File: src/rtl/addr_trans_pkg.sv
// Shared types and DMW helpers for the multi-channel address translation unit.
// Optional page-mapped path is enabled by defining ADDR_TRANS_PGMAP_EN.
package addr_trans_pkg;

    typedef enum logic [1:0] {
        IDLE     = 2'd0,
        TLB_REQ  = 2'd1,
        TLB_WAIT = 2'd2,
        RESP     = 2'd3
    } ch_state_e;

    typedef enum logic {
        DIRECT = 1'b0,
        MAPPED = 1'b1
    } mode_e;

    localparam int DMW_VSEG_HI = 31;
    localparam int DMW_VSEG_LO = 29;
    localparam int DMW_PSEG_HI = 27;
    localparam int DMW_PSEG_LO = 25;
    localparam int DMW_MAT_HI  = 5;
    localparam int DMW_MAT_LO  = 4;
    localparam int DMW_PLV3    = 3;
    localparam int DMW_PLV0    = 0;

    // Privilege levels 1 and 2 can never use a direct-map window.
    function automatic logic dmw_match(input logic [31:0] vaddr,
                                       input logic [31:0] dmw,
                                       input logic [1:0]  plv);
        logic plv_ok;
        case (plv)
            2'd0:    plv_ok = dmw[DMW_PLV0];
            2'd3:    plv_ok = dmw[DMW_PLV3];
            default: plv_ok = 1'b0;
        endcase
        return plv_ok && (vaddr[31:29] == dmw[DMW_VSEG_HI:DMW_VSEG_LO]);
    endfunction

endpackage

File: src/rtl/addr_trans_ch.sv
// One translation channel: request FSM, held request, direct/DMW result and response registers.
// TLB_REQ/TLB_WAIT handling exists only when ADDR_TRANS_PGMAP_EN is defined.
module addr_trans_ch
    import addr_trans_pkg::*;
#(
    parameter int PG_W = 12
) (
    input  logic             clk,
    input  logic             reset,
    input  logic             csr_da,
    input  logic             csr_pg,
    input  logic [1:0]       csr_plv,
    input  logic [31:0]      csr_dmw0,
    input  logic [31:0]      csr_dmw1,
    input  logic [1:0]       csr_dat,
    input  logic             req_valid,
    output logic             req_ready,
    input  logic [31:0]      req_vaddr,
    output logic             rsp_valid,
    input  logic             rsp_ready,
    output logic [31:0]      rsp_paddr,
    output logic             rsp_uncached,
    output logic             rsp_fault,
    output logic             tlb_pend,
    output logic [31-PG_W:0] tlb_vpn,
    input  logic             tlb_grant,
    input  logic             tlb_done,
    input  logic             tlb_hit,
    input  logic [31-PG_W:0] tlb_ppn,
    input  logic [1:0]       tlb_mat
);

    ch_state_e   state;
    mode_e       acc_mode;
    logic        accept;
    logic        fast_done;
    logic [31:0] fast_paddr;
    logic        fast_uncached;
    logic        fast_fault;

    assign req_ready = (state == IDLE) || ((state == RESP) && rsp_ready);
    assign rsp_valid = (state == RESP);
    assign accept    = req_valid && req_ready;
    assign acc_mode  = (!csr_da && csr_pg) ? MAPPED : DIRECT;

    // Result for anything resolvable without the TLB, evaluated on the accept cycle.
    always_comb begin
        fast_done     = 1'b1;
        fast_paddr    = req_vaddr;
        fast_uncached = (csr_dat == 2'b00);
        fast_fault    = 1'b0;
        if (acc_mode == MAPPED) begin
            if (dmw_match(req_vaddr, csr_dmw0, csr_plv)) begin
                fast_paddr    = {csr_dmw0[DMW_PSEG_HI:DMW_PSEG_LO], req_vaddr[28:0]};
                fast_uncached = (csr_dmw0[DMW_MAT_HI:DMW_MAT_LO] == 2'b00);
            end else if (dmw_match(req_vaddr, csr_dmw1, csr_plv)) begin
                fast_paddr    = {csr_dmw1[DMW_PSEG_HI:DMW_PSEG_LO], req_vaddr[28:0]};
                fast_uncached = (csr_dmw1[DMW_MAT_HI:DMW_MAT_LO] == 2'b00);
            end else begin
                fast_paddr    = '0;
                fast_uncached = 1'b0;
                fast_fault    = 1'b1;
`ifdef ADDR_TRANS_PGMAP_EN
                fast_done     = 1'b0;
`endif
            end
        end
    end

`ifdef ADDR_TRANS_PGMAP_EN
    logic [31:0] vaddr_p0;

    always_ff @(posedge clk) begin
        if (accept) begin
            vaddr_p0 <= req_vaddr;
        end
    end

    assign tlb_pend = (state == TLB_REQ);
    assign tlb_vpn  = vaddr_p0[31:PG_W];
`else
    logic unused_tlb;

    assign tlb_pend   = 1'b0;
    assign tlb_vpn    = '0;
    assign unused_tlb = ^{tlb_grant, tlb_done, tlb_hit, tlb_ppn, tlb_mat};
`endif

    always_ff @(posedge clk or negedge reset) begin
        if (!reset) begin
            state        <= IDLE;
            rsp_paddr    <= '0;
            rsp_uncached <= 1'b0;
            rsp_fault    <= 1'b0;
        end else begin
            case (state)
                IDLE, RESP: begin
                    if (accept) begin
                        if (fast_done) begin
                            state        <= RESP;
                            rsp_paddr    <= fast_paddr;
                            rsp_uncached <= fast_uncached;
                            rsp_fault    <= fast_fault;
                        end
`ifdef ADDR_TRANS_PGMAP_EN
                        else begin
                            state <= TLB_REQ;
                        end
`endif
                    end else if ((state == RESP) && rsp_ready) begin
                        state <= IDLE;
                    end
                end
`ifdef ADDR_TRANS_PGMAP_EN
                TLB_REQ: begin
                    if (tlb_grant) begin
                        state <= TLB_WAIT;
                    end
                end
                TLB_WAIT: begin
                    if (tlb_done) begin
                        state        <= RESP;
                        rsp_paddr    <= tlb_hit ? {tlb_ppn, vaddr_p0[PG_W-1:0]} : '0;
                        rsp_uncached <= tlb_hit && (tlb_mat == 2'b00);
                        rsp_fault    <= !tlb_hit;
                    end
                end
`endif
                default: state <= IDLE;
            endcase
        end
    end

endmodule

File: src/rtl/addr_trans_mc.sv
// Multi-channel address translation top: channel array, TLB round-robin arbiter, outstanding query.
// Define ADDR_TRANS_PGMAP_EN to build the page-mapped TLB path; otherwise DMW misses fault.
module addr_trans_mc
    import addr_trans_pkg::*;
#(
    parameter  int NUM_CH = 2,
    parameter  int PG_W   = 12,
    localparam int CH_W   = (NUM_CH > 1) ? $clog2(NUM_CH) : 1,
    localparam int VPN_W  = 32 - PG_W
) (
    input  logic                clk,
    input  logic                reset,
    input  logic                csr_da,
    input  logic                csr_pg,
    input  logic [1:0]          csr_plv,
    input  logic [31:0]         csr_dmw0,
    input  logic [31:0]         csr_dmw1,
    input  logic [NUM_CH*2-1:0] csr_dat,
    input  logic [NUM_CH-1:0]   req_valid,
    output logic [NUM_CH-1:0]   req_ready,
    input  logic [NUM_CH*32-1:0] req_vaddr,
    output logic [NUM_CH-1:0]   rsp_valid,
    input  logic [NUM_CH-1:0]   rsp_ready,
    output logic [NUM_CH*32-1:0] rsp_paddr,
    output logic [NUM_CH-1:0]   rsp_uncached,
    output logic [NUM_CH-1:0]   rsp_fault,
    output logic                tlb_req_valid,
    input  logic                tlb_req_ready,
    output logic [VPN_W-1:0]    tlb_req_vpn,
    output logic [CH_W-1:0]     tlb_req_ch,
    input  logic                tlb_rsp_valid,
    input  logic                tlb_rsp_hit,
    input  logic [VPN_W-1:0]    tlb_rsp_ppn,
    input  logic [1:0]          tlb_rsp_mat
);

    logic [NUM_CH-1:0]             ch_pend;
    logic [NUM_CH-1:0][VPN_W-1:0]  ch_vpn;
    logic [NUM_CH-1:0]             ch_grant;
    logic [NUM_CH-1:0]             ch_done;

    for (genvar i = 0; i < NUM_CH; i++) begin : g_ch
        addr_trans_ch #(
            .PG_W(PG_W)
        ) u_ch (
            .clk          (clk),
            .reset        (reset),
            .csr_da       (csr_da),
            .csr_pg       (csr_pg),
            .csr_plv      (csr_plv),
            .csr_dmw0     (csr_dmw0),
            .csr_dmw1     (csr_dmw1),
            .csr_dat      (csr_dat[2*i +: 2]),
            .req_valid    (req_valid[i]),
            .req_ready    (req_ready[i]),
            .req_vaddr    (req_vaddr[32*i +: 32]),
            .rsp_valid    (rsp_valid[i]),
            .rsp_ready    (rsp_ready[i]),
            .rsp_paddr    (rsp_paddr[32*i +: 32]),
            .rsp_uncached (rsp_uncached[i]),
            .rsp_fault    (rsp_fault[i]),
            .tlb_pend     (ch_pend[i]),
            .tlb_vpn      (ch_vpn[i]),
            .tlb_grant    (ch_grant[i]),
            .tlb_done     (ch_done[i]),
            .tlb_hit      (tlb_rsp_hit),
            .tlb_ppn      (tlb_rsp_ppn),
            .tlb_mat      (tlb_rsp_mat)
        );
    end

`ifdef ADDR_TRANS_PGMAP_EN
    logic [CH_W-1:0] rr_ptr;
    logic [CH_W-1:0] lock_ch;
    logic [CH_W-1:0] out_ch;
    logic [CH_W-1:0] pick_ch;
    logic [CH_W-1:0] pick_idx;
    logic [CH_W-1:0] sel_ch;
    logic [CH_W-1:0] rr_next;
    logic            lock_vld;
    logic            outstanding;
    logic            pick_vld;
    logic            grant;

    // Scan from the far end back to rr_ptr so the nearest pending channel wins.
    always_comb begin
        pick_vld = 1'b0;
        pick_ch  = '0;
        pick_idx = '0;
        for (int k = NUM_CH - 1; k >= 0; k--) begin
            pick_idx = CH_W'((int'(rr_ptr) + k) % NUM_CH);
            if (ch_pend[pick_idx]) begin
                pick_vld = 1'b1;
                pick_ch  = pick_idx;
            end
        end
    end

    // A presented but unaccepted query is locked so valid/vpn/ch stay stable.
    assign sel_ch        = lock_vld ? lock_ch : pick_ch;
    assign tlb_req_valid = !outstanding && (lock_vld || pick_vld);
    assign tlb_req_ch    = tlb_req_valid ? sel_ch : '0;
    assign tlb_req_vpn   = tlb_req_valid ? ch_vpn[sel_ch] : '0;
    assign grant         = tlb_req_valid && tlb_req_ready;
    assign rr_next       = (sel_ch == CH_W'(NUM_CH - 1)) ? '0 : sel_ch + 1'b1;

    always_comb begin
        ch_grant = '0;
        ch_done  = '0;
        for (int i = 0; i < NUM_CH; i++) begin
            ch_grant[i] = grant && (sel_ch == CH_W'(i));
            ch_done[i]  = tlb_rsp_valid && outstanding && (out_ch == CH_W'(i));
        end
    end

    always_ff @(posedge clk or negedge reset) begin
        if (!reset) begin
            rr_ptr      <= '0;
            lock_vld    <= 1'b0;
            lock_ch     <= '0;
            outstanding <= 1'b0;
            out_ch      <= '0;
        end else begin
            if (grant) begin
                outstanding <= 1'b1;
                out_ch      <= sel_ch;
                lock_vld    <= 1'b0;
                rr_ptr      <= rr_next;
            end else if (tlb_req_valid) begin
                lock_vld <= 1'b1;
                lock_ch  <= sel_ch;
            end
            if (tlb_rsp_valid && outstanding) begin
                outstanding <= 1'b0;
            end
        end
    end
`else
    logic unused_tlb;

    assign tlb_req_valid = 1'b0;
    assign tlb_req_vpn   = '0;
    assign tlb_req_ch    = '0;
    assign ch_grant      = '0;
    assign ch_done       = '0;
    assign unused_tlb    = ^{tlb_req_ready, tlb_rsp_valid, tlb_rsp_hit, tlb_rsp_ppn,
                             tlb_rsp_mat, ch_pend, ch_vpn};
`endif

endmodule

File: config.mk
export PLATFORM = sky130hd
export DESIGN_NAME = addr_trans_mc
export DESIGN_NICKNAME = d
export VERILOG_FILES = /design/src/rtl/addr_trans_pkg.sv /design/src/rtl/addr_trans_ch.sv /design/src/rtl/addr_trans_mc.sv
export SDC_FILE = /design/constraint.sdc
export NUM_CORES = 1
export LEC_CHECK = 0
export CAP_MARGIN = 25
export CORE_MARGIN = 1.5
export CORE_UTILIZATION = 30
export CTS_CLUSTER_SIZE = 40
export DETAILED_ROUTE_END_ITERATION = 10
export PLACE_DENSITY = 0.82
export SYNTH_ARGS = -nofsm -noshare
export SYNTH_HDL_FRONTEND = slang
export SYNTH_SLANG_ARGS = --single-unit
export TNS_END_PERCENT = 30
File: constraint.sdc
create_clock -name clk -period 1.79 [get_ports clk]
set_input_delay 0.179 -clock clk [delete_from_list [all_inputs] [get_ports clk]]
set_output_delay 0.179 -clock clk [all_outputs]
set_load 0.01 [all_outputs]
==> run summary <==
Summed over all cells, the static leakage comes to 0.00266 uW. The flow ran to the end, and the final reports show no timing, DRC or antenna violations. The number of antenna violations at the first check in global routing came out at 0. Of all flip-flops after synthesis, the portion carrying an async set or reset was 100%.

sky130_fd_sc_hd__dfrtp_1 is the most common cell in the netlist. From synthesis to final layout, the design area changed by 63.3%. Across the run, the number of max-cap violations was 0. The final-stage net count came out at 677.

The clock transition at the register clock pins on the worst setup and hold paths after CTS came out at 60 ps. The layout cell share with drive strength beyond 1 came out at 13.1%. The worst setup skew after layout came out at 2.80 ps. Port buffering added 169 buffers. The number of rows in the core area is 39. The required time reported for the critical path endpoint came out at 2000 ps.

The worst IR drop on VDD came out at 0.418 mV. In this run the standard cell core region covers 11600 sq um. The synthesized netlist occupies a cell area of 3630 sq um.

The synthesized netlist devotes 0.690% of its cell area to adder and majority cells. The DRC marker count from the first detailed-route iteration is 112. During I/O placement, the number of pins put on the boundary was 261. The number of iterations in the first detailed-routing pass is 4. The synthesis-stage register bit count is 70. The min-delay analysis places its worst path in the category primary input to asynchronous set/reset pin. The number of distinct library cell variants in the gate-level netlist after synthesis is 34.

The horizontal die dimension came out at 113 microns. The final global-route overflow total came out at 0. Setup violations remaining at the end of the flow were counted as 0. TritonCTS built the clock tree. The area share of the largest cell type after synthesis is 48.3%. The post-detailed-route count of antenna-violating nets came out at 0. Detailed placement ended at an HPWL of 7.72 mm. The number of hold violations in the final report came out at 0. Summing the sequential cell areas from Yosys gives 48.3% of the chip area.

The overall via count from detail_route is 3126. The final period utilization came out at 90.1%. The area occupied by multi-input gates came out at 1670 sq um.

The worst setup path is captured at a register. The via density per instance came out at 4.77. The antenna diode count is 0. The fmax is 620 MHz. The filler cells instantiated in the layout total 1024. Counting every sink on the clock net gives 70. Clock tree synthesis selected as its root buffer the cell sky130_fd_sc_hd__clkbuf_16. The routed wire length came out at 10.3 mm. Across the whole layout, storage elements account for 1750 sq um. The post-synthesis xor/xnor area fraction came out at 2.90%. The compound-cell area share of the yosys netlist is 14.9%.

The worst setup path is launched from a primary input. The number of max-slew violations in the final report came out at 0. The clock latency at the later pin of the worst-skew pair is 320 ps. The floorplan die area is 12800 sq um. After layout, the minimum clock period comes to 1610 ps. The kind of critical path is primary input to register.

The initial core utilization is 31.2%. After synthesis, the cell types taking the most area are sky130_fd_sc_hd__dfrtp_1, sky130_fd_sc_hd__mux2i_1, sky130_fd_sc_hd__a21oi_1, sky130_fd_sc_hd__buf_4, sky130_fd_sc_hd__a211o_1. The largest net degree at the start of global routing came out at 71. The post-synthesis instance total is 328. The dominant register cell in the synthesized netlist is sky130_fd_sc_hd__dfrtp_1.

The number of global-route vias before repair is 3258. After detailed routing, the average wire length per cell comes to 15.8 microns. The total of warnings raised by yosys came out at 0. The number of buffers inserted by post-CTS setup repair came out at 0. The detailed-route DRC error count is 0. Summed over all failing endpoints, the final setup total negative slack is 0 ps.

Data arrives at the worst endpoint at 1820 ps. Dividing total power by cell area gives a power density of 887 nW/um^2. The dominant combinational cell family by area after synthesis is multiplexers.

The first global-routing pass estimated 16.2 mm of wire. The simple logic cell fraction of the synthesized area is 7.62%. In this run the worst path has a maximum fanout of 30.

The number of H-tree levels is 3. For this run, the total global-route usage over all layers was measured as 15.8%. The number of enable flip-flop cells after synthesis is 0. sky130_fd_sc_hd__dfrtp_1 takes more of the synthesized area than any other cell.

Setup repair after global routing left no endpoint under its margin. After synthesis, the mean cell area works out to 11.1 sq um. Counting instances in the post-synthesis netlist gives the leading cell types as sky130_fd_sc_hd__dfrtp_1, sky130_fd_sc_hd__a21oi_1, sky130_fd_sc_hd__mux2i_1, sky130_fd_sc_hd__buf_4, sky130_fd_sc_hd__buf_2. The total clock buffers created by CTS is 9.

The multiplexer share of the synthesized area is 16.0%. The global placer's final weighted congestion is 0.856. The overall die height came out at 113 microns.

The core utilization of the finished layout is 51.0%. The buffer levels on the longest clock path came out at 2. The tightest hold margin came out at 418 ps.
## final timing paths
check	endpoint	cells past startpoint	slack, ps	from
min reg2reg	g_ch[1].u_ch.rsp_fault$_DFFE_PN0P_	1	510	g_ch[1].u_ch.rsp_fault$_DFFE_PN0P_
max	g_ch[0].u_ch.rsp_fault$_DFFE_PN0P_	7	180	req_vaddr[31]
max in group asynchronous	g_ch[1].u_ch.rsp_paddr[8]$_DFFE_PN0P_	3	1080	reset
min	g_ch[0].u_ch.rsp_paddr[13]$_DFFE_PN0P_	3	420	reset
min in group clk	g_ch[0].u_ch.rsp_paddr[27]$_DFFE_PN0P_	3	470	req_vaddr[27]
max reg2reg	g_ch[0].u_ch.rsp_fault$_DFFE_PN0P_	5	400	g_ch[0].u_ch.state[0]$_DFFE_PN0P_
## cells in the final DEF, fill, tap and decap left out, types with 3 or more instances in the layout
cell type and n:
sky130_fd_sc_hd__dfrtp_1 70, sky130_fd_sc_hd__clkbuf_16 9, sky130_fd_sc_hd__mux2i_1 58, sky130_fd_sc_hd__nand4_1 6, sky130_fd_sc_hd__a41oi_1 3, sky130_fd_sc_hd__nand3_2 4, sky130_fd_sc_hd__clkdlybuf4s50_1 166, sky130_fd_sc_hd__a21oi_1 58
sky130_fd_sc_hd__conb_1 22, sky130_fd_sc_hd__nor2_1 11, sky130_fd_sc_hd__buf_12 7, sky130_fd_sc_hd__nand2_1 8, sky130_fd_sc_hd__nor3_1 3, sky130_fd_sc_hd__a211o_1 8, sky130_fd_sc_hd__nand2b_1 5, sky130_fd_sc_hd__a41oi_2 3
sky130_fd_sc_hd__xor2_1 6, sky130_fd_sc_hd__a22o_1 4, sky130_fd_sc_hd__buf_4 22, sky130_fd_sc_hd__xnor2_1 6
## worst max-delay path: stages
cell and delay (ps):
sky130_fd_sc_hd__clkdlybuf4s50_1 460, sky130_fd_sc_hd__buf_4 160, sky130_fd_sc_hd__xor2_1 160, sky130_fd_sc_hd__nor3_4 300, sky130_fd_sc_hd__nand2_1 160, sky130_fd_sc_hd__buf_12 190, sky130_fd_sc_hd__a22o_1 190
## report_power, final
part	switching, uW	internal [uW]
sequential	144	1820
combinational	611	874
clock	650	1150
total	1400	3850
## layer usage
layer	vias up	track usage (%)	part of all wire, %
met5	-	0	0
met4	0	4.08	0.81
met3	7	4.07	5.8
met2	126	27.0	50
met1	1502	20.0	43
li1	1491	-	-
## flip-flops by register name, summed over array words and instances (netlist names)
register                cells
g_ch.u_ch.rsp_fault         2
g_ch.u_ch.rsp_uncached      2
g_ch.u_ch.rsp_paddr        64
g_ch.u_ch.state             2
## stage by stage
stage	setup WS, ps	cell area [sq um]	power (uW)	std cells
after global routing	109	5930	5530	656
after detailed placement	-333	5550	3470	639
after CTS	5.27	5870	5310	656
after floorplan	181	3710	2590	349
final	177	5930	5250	656
after global placement	-296	5550	3440	639
## cell families after synthesis
family	count (synthesis)
buf+inv	53
other cells	1
mux	58
flops	70
xor+xnor	12
compound gates	84
simple gates	48
fa+ha+maj	2
## cell type report
cell class / instances / area share [%]
clock inverters: 5 / 0.971
multi-input cells: 226 / 28.2
flip-flops and latches: 70 / 29.6
inverters: 2 / 0.127
clock buffers: 11 / 4.26
repair buffers: 199 / 33.9
well taps: 143 / 3.02
## repair_timing
action	in CTS	in global routing
hold endpoints to repair	70	0
gates resized for setup	0	11
hold buffers	1	0
endpoints found under the setup margin	0	11
Power figures use the tool's default switching activity.
